<file path="config.mk">
export PLATFORM = sky130hd
export DESIGN_NAME = tone_arbiter_flat
export DESIGN_NICKNAME = d
export VERILOG_FILES = /design/src/rtl/tone_arbiter_if.sv /design/src/rtl/tone_arbiter.sv /design/src/flat_wrapper.sv
export SDC_FILE = /design/constraint.sdc
export NUM_CORES = 1
export LEC_CHECK = 0
export CELL_PAD_IN_SITES_DETAIL_PLACEMENT = 0
export CELL_PAD_IN_SITES_GLOBAL_PLACEMENT = 2
export CORE_UTILIZATION = 41
export DETAILED_ROUTE_END_ITERATION = 8
export PLACE_DENSITY = 0.92
export SYNTH_ARGS = -nofsm -noshare
export SYNTH_HDL_FRONTEND = slang
export SYNTH_SLANG_ARGS = --single-unit
</file>
<file path="constraint.sdc">
create_clock -name clk -period 4.1 [get_ports clk]
set_input_delay 0.41 -clock clk [delete_from_list [all_inputs] [get_ports clk]]
set_output_delay 0.41 -clock clk [all_outputs]
set_load 0.01 [all_outputs]
</file>
<file path="src/rtl/tone_arbiter_if.sv">
// Button/tone bundle for tone_arbiter: raw button levels in, granted tone out.
// The master side drives the buttons; the slave side is the arbiter.
interface tone_arbiter_if;
    logic [3:0]  button;
    logic        tone_en;
    logic [17:0] tone_period;
    logic [3:0]  grant;
    logic [1:0]  active_idx;

    modport master (
        output button,
        input  tone_en, tone_period, grant, active_idx
    );

    modport slave (
        input  button,
        output tone_en, tone_period, grant, active_idx
    );
endinterface

</file>
<file path="src/rtl/tone_arbiter.sv">
// Four-button tone arbiter: synchronise, debounce, then grant one note at a time with a silent gap.
// Optional macro TONE_ARB_PREEMPT_EN lets a lower-index press take over a playing note.
module tone_arbiter #(
    parameter int          DEBOUNCE_CYCLES = 1000,
    parameter int          RELEASE_CYCLES  = 500,
    parameter logic [17:0] P0              = 18'd113636,
    parameter logic [17:0] P1              = 18'd101239,
    parameter logic [17:0] P2              = 18'd95557,
    parameter logic [17:0] P3              = 18'd85131
) (
    input  logic          clk,
    input  logic          rst_n,
    tone_arbiter_if.slave bus
);

    localparam int CNT_W    = $clog2(DEBOUNCE_CYCLES + 1);
    localparam int REL_W    = $clog2(RELEASE_CYCLES + 1);
    // The IDLE arbitration cycle is part of the silent gap, so RELEASE itself is one cycle shorter.
    localparam int REL_LAST = RELEASE_CYCLES - 2;

    typedef enum logic [1:0] {ST_IDLE, ST_PLAY, ST_RELEASE} state_t;

    logic [3:0]       sync1_q, sync2_q;
    logic [3:0]       deb_q, deb_d;
    logic [CNT_W-1:0] db_cnt_q [4];
    logic [CNT_W-1:0] db_cnt_d [4];
    state_t           state_q, state_d;
    logic [REL_W-1:0] rel_cnt_q, rel_cnt_d;
    logic             tone_en_q, tone_en_d;
    logic [3:0]       grant_q, grant_d;
    logic [1:0]       idx_q, idx_d;
    logic [17:0]      period_q, period_d;
    logic             preempt;

    function automatic logic [1:0] lowest_idx(input logic [3:0] v);
        lowest_idx = 2'd0;
        for (int i = 3; i >= 0; i--) begin
            if (v[i]) lowest_idx = 2'(i);
        end
    endfunction

    function automatic logic [17:0] period_of(input logic [1:0] idx);
        case (idx)
            2'd0:    period_of = P0;
            2'd1:    period_of = P1;
            2'd2:    period_of = P2;
            default: period_of = P3;
        endcase
    endfunction

    // NOTE: every signal driven from always_comb gets a default first, otherwise a latch is inferred.
    always_comb begin
        deb_d = deb_q;
        for (int i = 0; i < 4; i++) begin
            db_cnt_d[i] = '0;
            if (sync2_q[i] != deb_q[i]) begin
                if (db_cnt_q[i] == CNT_W'(DEBOUNCE_CYCLES)) deb_d[i] = sync2_q[i];
                else                                       db_cnt_d[i] = db_cnt_q[i] + CNT_W'(1);
            end
        end
    end

`ifdef TONE_ARB_PREEMPT_EN
    logic [3:0] lower_mask;
    always_comb begin
        lower_mask = (4'd1 << idx_q) - 4'd1;
        preempt    = |(deb_q & lower_mask);
    end
`else
    assign preempt = 1'b0;
`endif

    // Next-state logic.
    always_comb begin
        state_d = state_q;
        case (state_q)
            ST_IDLE:    if (|deb_q) state_d = ST_PLAY;
            ST_PLAY:    if (!preempt && !deb_q[idx_q]) state_d = ST_RELEASE;
            ST_RELEASE: if (rel_cnt_q == REL_W'(REL_LAST)) state_d = ST_IDLE;
            default:    state_d = ST_IDLE;
        endcase
    end

    // Registered outputs are computed here and loaded on the same edge as the state change.
    always_comb begin
        tone_en_d = tone_en_q;
        grant_d   = grant_q;
        idx_d     = idx_q;
        period_d  = period_q;
        rel_cnt_d = '0;
        case (state_q)
            ST_IDLE: begin
                if (|deb_q) begin
                    tone_en_d = 1'b1;
                    idx_d     = lowest_idx(deb_q);
                    grant_d   = 4'd1 << lowest_idx(deb_q);
                    period_d  = period_of(lowest_idx(deb_q));
                end
            end
            ST_PLAY: begin
                if (preempt) begin
                    idx_d    = lowest_idx(deb_q);
                    grant_d  = 4'd1 << lowest_idx(deb_q);
                    period_d = period_of(lowest_idx(deb_q));
                end else if (!deb_q[idx_q]) begin
                    tone_en_d = 1'b0;
                    grant_d   = 4'd0;
                end
            end
            ST_RELEASE: rel_cnt_d = rel_cnt_q + REL_W'(1);
            default: begin
                tone_en_d = 1'b0;
                grant_d   = 4'd0;
            end
        endcase
    end

    // NOTE: sequential state uses non-blocking assignments so every flop samples pre-edge values.
    always_ff @(posedge clk or negedge rst_n) begin
        if (!rst_n) begin
            sync1_q   <= '0;
            sync2_q   <= '0;
            deb_q     <= '0;
            for (int i = 0; i < 4; i++) db_cnt_q[i] <= '0;
            state_q   <= ST_IDLE;
            rel_cnt_q <= '0;
            tone_en_q <= 1'b0;
            grant_q   <= '0;
            idx_q     <= '0;
            period_q  <= '0;
        end else begin
            sync1_q   <= bus.button;
            sync2_q   <= sync1_q;
            deb_q     <= deb_d;
            for (int i = 0; i < 4; i++) db_cnt_q[i] <= db_cnt_d[i];
            state_q   <= state_d;
            rel_cnt_q <= rel_cnt_d;
            tone_en_q <= tone_en_d;
            grant_q   <= grant_d;
            idx_q     <= idx_d;
            period_q  <= period_d;
        end
    end

    assign bus.tone_en     = tone_en_q;
    assign bus.grant       = grant_q;
    assign bus.active_idx  = idx_q;
    assign bus.tone_period = period_q;

endmodule

</file>
<file path="src/flat_wrapper.sv">
// flat-port wrapper written by rule: the top's interface ports become plain ports
module tone_arbiter_flat 
#(
    parameter int          DEBOUNCE_CYCLES = 1000,
    parameter int          RELEASE_CYCLES  = 500,
    parameter logic [17:0] P0              = 18'd113636,
    parameter logic [17:0] P1              = 18'd101239,
    parameter logic [17:0] P2              = 18'd95557,
    parameter logic [17:0] P3              = 18'd85131
)
  (clk, rst_n, bus_button, bus_tone_en, bus_tone_period, bus_grant, bus_active_idx);
  tone_arbiter_if bus_i ();
  input  logic clk;
  input  logic rst_n;
  input wire logic [$bits(bus_i.button)-1:0] bus_button;
  output wire logic [$bits(bus_i.tone_en)-1:0] bus_tone_en;
  output wire logic [$bits(bus_i.tone_period)-1:0] bus_tone_period;
  output wire logic [$bits(bus_i.grant)-1:0] bus_grant;
  output wire logic [$bits(bus_i.active_idx)-1:0] bus_active_idx;
  assign bus_i.button = bus_button;
  assign bus_tone_en = bus_i.tone_en;
  assign bus_tone_period = bus_i.tone_period;
  assign bus_grant = bus_i.grant;
  assign bus_active_idx = bus_i.active_idx;
  tone_arbiter #(.DEBOUNCE_CYCLES(DEBOUNCE_CYCLES), .RELEASE_CYCLES(RELEASE_CYCLES), .P0(P0), .P1(P1), .P2(P2), .P3(P3)) u_core (.clk(clk), .rst_n(rst_n), .bus(bus_i));
endmodule
</file>
==> results of run 1 <==
-- cells in the final DEF (no fill, tap or decap), types with 6 or more instances in the layout --
| cell type | n |
|---|---|
| mux2_2 | 6 |
| a31oi_1 | 8 |
| nor2_1 | 31 |
| a21oi_1 | 16 |
| nand3_1 | 17 |
| nand2_1 | 17 |
| ha_1 | 17 |
| dfrtp_1 | 80 |
| clkdlybuf4s50_1 | 28 |
| xor2_1 | 11 |
| inv_1 | 25 |
| xnor2_1 | 12 |
| or3_1 | 14 |
| o211ai_1 | 9 |
| o21ai_0 | 32 |
| nand4_1 | 10 |
| or4_1 | 8 |
| clkbuf_8 | 9 |
-- sequential cells by signal (all words and copies together), names as in the netlist --
name                    flops
u_core.state_q              2
u_core.deb_q                4
u_core.sync2_q              4
u_core.bus.grant            4
u_core.bus.active_idx       1
u_core.bus.tone_period     11
u_core.sync1_q              4
u_core.bus.tone_en          1
u_core.db_cnt_q            40
u_core.rel_cnt_q            9
-- cell type report --
class,instances,share of cell area [%]
clock buffer,10,2.869
multi-input combinational,257,38.85
tap,129,3.629
timing repair buffer,29,6.470
sequential,80,45.01
clock inverter,4,1.069
inverter,25,2.110
-- through the flow --
| stage | cells | util, % | instance area (µm²) | power [mW] | hold slack [ns] |
|---|---|---|---|---|---|
| 2_1_floorplan | 380 | - | 3930 | 0.8600 | 0.1144 |
| 3_3_place_gp | 520 | 46.02 | 4273 | 0.8889 | 0.3346 |
| 3_5_place_dp | 520 | 46.02 | 4273 | 0.8895 | 0.3347 |
| 4_1_cts | 534 | 47.91 | 4448 | 1.436 | 0.2581 |
| 5_1_grt | 534 | 47.91 | 4448 | 1.479 | 0.3063 |
| 6_report | 534 | 47.91 | 4448 | 1.410 | 0.2021 |
-- kinds of logic after synthesis --
logic type	Yosys count
AO/OA/AOI/OAI	78
flip-flops	80
XOR/XNOR	23
adder cells (fa/ha/maj)	17
multiplexers	7
buffers and inverters	43
other	1
AND/OR/NAND/NOR	131
-- routing by layer --
layer / global-route usage, % / wire, µm / vias up
li1: - / - / 1383
met1: 19.99 / 3410 / 1324
met2: 23.77 / 3029 / 32
met3: 3.412 / 186 / 9
met4: 6.448 / 120 / 0
met5: 0 / 0 / -
-- how the worst max path moves through the flow --
stage	depth (start not counted)	end
after detailed placement	5	u_core.bus.grant[2]
after global placement	3	u_core.bus.tone_period[13]
after global routing	5	u_core.bus.grant[2]
after floorplan	5	u_core.bus.grant[2]
final	5	u_core.bus.grant[2]
after CTS	5	u_core.bus.grant[2]
-- power by group --
group / internal, mW / switching [mW] / total [mW]
sequential: 0.802 / 0.0147 / 0.817
clock: 0.273 / 0.266 / 0.538
combinational: 0.0195 / 0.0352 / 0.0547
total: 1.09 / 0.315 / 1.41
==> results.json, run 1 <==
{
  "status": "completed",
  "cpLargestDelayFamily": "simple AND/OR/NAND/NOR gates",
  "yosysTopAreaCell": "dfrtp_1",
  "cts.sinks": 80,
  "netlist_top_cells_count": "80 x dfrtp_1, 32 x o21ai_0, 31 x nor2_1",
  "synth_top_family_by_area": "simple AND/OR/NAND/NOR gates",
  "cp-end-kind": "flop",
  "vias_per_cell": 5.146,
  "crit_buf_inv": 0,
  "grtUsageTotal_pct": 15.07,
  "drtAntennaViolNets": 0,
  "h-tree-depth": 3,
  "fin_tns_setup_ns": 0,
  "synth_warnings": 0,
  "synth_mux_area_share_pct": 2.292,
  "synthXorXnorAreaFrac_pct": 5.126,
  "fin_crit_sh_pct": 51.70,
  "clk_pin_slew_ns": 0.08,
  "synth_compound_area_share_pct": 12.23,
  "grt-ovfl-total": 0,
  "area_delta_synth_final_pct": 13.18,
  "synth-seq-cells": 80,
  "die_y_um": 99.91,
  "drive_gt1_share_pct": 7.160,
  "syn_inst": 380,
  "die_x_um": 99.91,
  "required_ns": 4.36,
  "clock_latency_ns": 0.35,
  "drtIter0Drc": 99,
  "yosys.area_share.adder_pct": 5.412,
  "fillers": 880,
  "post_cts_buffers": 0,
  "synth_edf_count": 0,
  "postRouteWirelength_um": 6747,
  "yosysUniqueCellTypes": 40,
  "regArea_mm2": 0.002002,
  "rows": 35,
  "worstMarginPinSlew_ns": 0.9742,
  "gp_congestion": 0.7410,
  "route.detailed.drc": 0,
  "portBuffers": 29,
  "hold_buffers": 0,
  "yosys.cell_count.top_type": "dfrtp_1",
  "finalHoldViolations": 0,
  "p_leak_nw": 1.830,
  "worstSetupStartpoint": "u_core.deb_q[2]",
  "layout_setup_ws_ns": 1.980,
  "rsz0062_at_grt": "false",
  "syn-cell-area_mm2": 0.003930,
  "relSlewSlack_pct": 35.05,
  "grt_max_degree": 81,
  "cts_buffers": 9,
  "critPathSlowestCell": "or4b_2",
  "crit_path_max_incr_delay_ns": 0.58,
  "cts_resized": 0,
  "synthArstFlopShare_pct": 100.0,
  "antenna_found_initial": 0,
  "vdd_drop_max_uv": 231.7,
  "cp-start-kind": "flop",
  "grt_pass1_vias": 2579,
  "ios": 31,
  "dr.pass1.iters": 4,
  "dp_hpwl_um": 4704,
  "multiInputGateArea_mm2": 0.001728,
  "path_cells": "nor2_1 -> nor3_1 -> ha_1 -> or4b_2 -> o211ai_1",
  "r2r-end": "u_core.bus.grant[2]",
  "hp-class": "primary input to asynchronous set/reset pin",
  "grt_pass1_wl_um": 11920,
  "cts_tree": "yes",
  "avgRoutedWirePerCell_um": 12.63,
  "finalNetCount": 425,
  "maxSlewViolCount": 0,
  "dr_total_vias": 2748,
  "synth_ff_type": "dfrtp_1",
  "yosysSeqAreaShare_pct": 50.94,
  "core_area_mm2": 0.009284,
  "final.min_clock_period_ns": 2.120,
  "r2r-start": "u_core.deb_q[2]",
  "initial_utilization_pct": 42.33,
  "diodes": 0,
  "synth.avg_cell_area_um2": 10.34,
  "clk_path_buf_depth": 2,
  "reg2regPathDepth": 5,
  "yosys.area.top_type_share_pct": 50.94,
  "path_max_fanout": 7,
  "synthSimpleGateAreaFrac_pct": 18.82,
  "synth_nets": 403,
  "synthTopCellsByArea": "dfrtp_1 51%, ha_1 5.4%, o21ai_0 4.1%, nor2_1 3.0%, xnor2_1 2.7%",
  "pre_cts_slack_ns": 1.971,
  "finalSetupViolations": 0,
  "worstSetupPathType": "flop to flop",
  "r2r_setup_slack_ns": 1.98,
  "worstPathArrival_ns": 2.38,
  "clock_skew_ns": 0.009429,
  "cap_violations": 0,
  "fmax_ghz": 0.4718,
  "powerDensity_mw_per_mm2": 316.9,
  "cts_root_buffer": "clkbuf_8",
  "die_area_mm2": 0.009981
}
Note: power is estimated with default switching activity, not from simulation.
==> run 2, diff against run 1 <==
--- a/config.mk
+++ b/config.mk
@@ -7,9 +7,9 @@
 export LEC_CHECK = 0
 export CELL_PAD_IN_SITES_DETAIL_PLACEMENT = 0
 export CELL_PAD_IN_SITES_GLOBAL_PLACEMENT = 2
-export CORE_UTILIZATION = 41
+export CORE_UTILIZATION = 34
 export DETAILED_ROUTE_END_ITERATION = 8
-export PLACE_DENSITY = 0.92
+export PLACE_DENSITY = 0.82
 export SYNTH_ARGS = -nofsm -noshare
 export SYNTH_HDL_FRONTEND = slang
 export SYNTH_SLANG_ARGS = --single-unit
==> constraint.sdc (replaced) <==
create_clock -name clk -period 1.7 [get_ports clk]
set_input_delay 0.17 -clock clk [delete_from_list [all_inputs] [get_ports clk]]
set_output_delay 0.17 -clock clk [all_outputs]
set_load 0.01 [all_outputs]
==> results.json, run 2 (same netlist as run 1, synthesis figures left out) <==
{
  "drtAntennaViolNets": 0,
  "gp_congestion": 0.7244,
  "ios": 31,
  "grt_max_degree": 62,
  "core_area_mm2": 0.01103,
  "cap_violations": 0,
  "grt_pass1_vias": 2820,
  "clock_latency_ns": 0.33,
  "portBuffers": 29,
  "grtUsageTotal_pct": 13.98,
  "path_max_fanout": 3,
  "dr.pass1.iters": 4,
  "cp-start-kind": "flop",
  "place_inst": 555,
  "top_register": "u_core.db_cnt_q",
  "maxSlewViolCount": 0,
  "worstPathArrival_ns": 1.88,
  "cp-end-kind": "flop",
  "reg2regPathDepth": 7,
  "clk_pin_slew_ns": 0.07,
  "grt-ovfl-total": 0,
  "crit_path_max_incr_delay_ns": 0.44,
  "cts_root_buffer": "clkbuf_16",
  "largest_reg_flops": 40,
  "cts_tree": "yes",
  "die_x_um": 109.5,
  "powerDensity_mw_per_mm2": 835.6,
  "h-tree-depth": 3,
  "clk_path_buf_depth": 2,
  "finalSetupViolations": 0,
  "critPathSlowestCell": "or4b_4",
  "finalHoldViolations": 0,
  "seq_power_share_pct": 48.5,
  "cts.sinks": 80,
  "required_ns": 1.95,
  "area_delta_synth_final_pct": 23.56,
  "dr_total_vias": 2893,
  "hold_ws_ns": 0.2714,
  "hp-class": "primary input to asynchronous set/reset pin",
  "p_leak_nw": 2.038,
  "p_clk_share_pct": 47.4,
  "cts_buffers": 9,
  "p_switching_mw": 0.9058,
  "route.detailed.drc": 0,
  "initial_utilization_pct": 35.63,
  "antenna_found_initial": 0,
  "postRouteWirelength_um": 7540,
  "fin_tns_setup_ns": 0,
  "layout_setup_ws_ns": 0.07830,
  "final_cells": 576,
  "pre_cts_slack_ns": 0.04419,
  "avgRoutedWirePerCell_um": 13.09,
  "dp_hpwl_um": 5271,
  "rows": 38,
  "vdd_drop_max_uv": 501.0,
  "drive_gt1_share_pct": 14.91,
  "grt_pass1_wl_um": 12970,
  "die_y_um": 109.5,
  "clock_skew_ns": 0.007531,
  "die_area_mm2": 0.01199,
  "internal-power_mw": 3.152,
  "vias_per_cell": 5.023,
  "final_cell_mix": "79 x dfrtp_1, 32 x o21ai_0, 30 x nor2_1",
  "status": "completed",
  "drtIter0Drc": 50,
  "swShare_pct": 22.32,
  "final.min_clock_period_ns": 1.622,
  "fin_crit_sh_pct": 95.39,
  "worstSetupPathType": "flop to flop",
  "fmax_ghz": 0.6166,
  "mostFrequentLayoutCell": "dfrtp_1",
  "path_cells": "buf_4 -> nor2_2 -> nor3_4 -> inv_1 -> ha_2 -> or4b_4 -> o211ai_1",
  "diodes": 0,
  "finalNetCount": 454,
  "p_comb_share_pct": 4.2
}
run 2: changes by cell type in the layout (fill, tap and decap cells not counted), sizes merged:
cell	delta
clkinv	+1
inv	+1
buf	+28
dlygate4sd3	+1
run 2: layout make-up:
class                           instances  area, µm²
Fill cell                            1087       6175
Sequential cell                        80       2003
Multi-Input combinational cell        257       1758
Timing Repair Buffer                   58      528.0
Clock buffer                           10      229.0
Tap cell                              140      175.2
Inverter                               25      93.84
Clock inverter                          6      68.82
run 2: metrics by stage:
stage	utilization [%]	total power [mW]	instance area (µm²)
after floorplan	-	2.074	3951
after CTS	43.53	4.122	4802
after global routing	44.02	4.225	4856
after detailed placement	40.74	2.175	4494
after global placement	40.74	2.168	4494
final	44.02	4.058	4856
run 2: power groups by stage:
stage          registers [mW]  logic [mW]  clock network (mW)
6_report                 1.97       0.168                1.92
5_1_grt                  1.97       0.195                2.06
4_1_cts                  1.97       0.176                1.98
3_5_place_dp             2.00       0.174                   0
3_3_place_gp             2.00       0.168                   0
2_1_floorplan            2.00      0.0745                   0
run 2: routing by layer:
metal	global-route usage, %	share of wire, %	vias to the layer above
met5	0	0	-
met4	5.429	1.4	0
met3	3.201	3.0	11
met2	22.51	47	39
met1	18.26	49	1397
li1	-	-	1446
run 2: what timing repair did:
| action | 4_1_cts | 5_1_grt |
|---|---|---|
| hold endpoints to repair | 19 | 0 |
| setup endpoints to repair | 0 | 2 |
| setup buffers | 0 | 4 |
| hold buffers | 1 | 0 |
| gates resized for setup | 0 | 7 |
run 2: worst paths after layout:
check / start / to / slack, ns
setup / recovery: u_core.deb_q[3] / u_core.bus.grant[0] / 0.08
hold / removal: rst_n / u_core.db_cnt_q[30] / 0.27
setup reg to reg: u_core.deb_q[3] / u_core.bus.grant[0] / 0.08
hold reg to reg: u_core.sync1_q[3] / u_core.sync2_q[3] / 0.35
max in group asynchronous: rst_n / u_core.deb_q[1] / 0.81
min in group clk: bus_button[1] / u_core.sync1_q[1] / 0.28
run 2: critical path, delay by kind of cell (launching register included):
| kind | cells | cell delay (ns) |
|---|---|---|
| compound gates | 1 | 0.09 |
| simple gates | 3 | 0.63 |
| flops | 1 | 0.39 |
| buf+inv | 2 | 0.26 |
| fa+ha+maj | 1 | 0.19 |
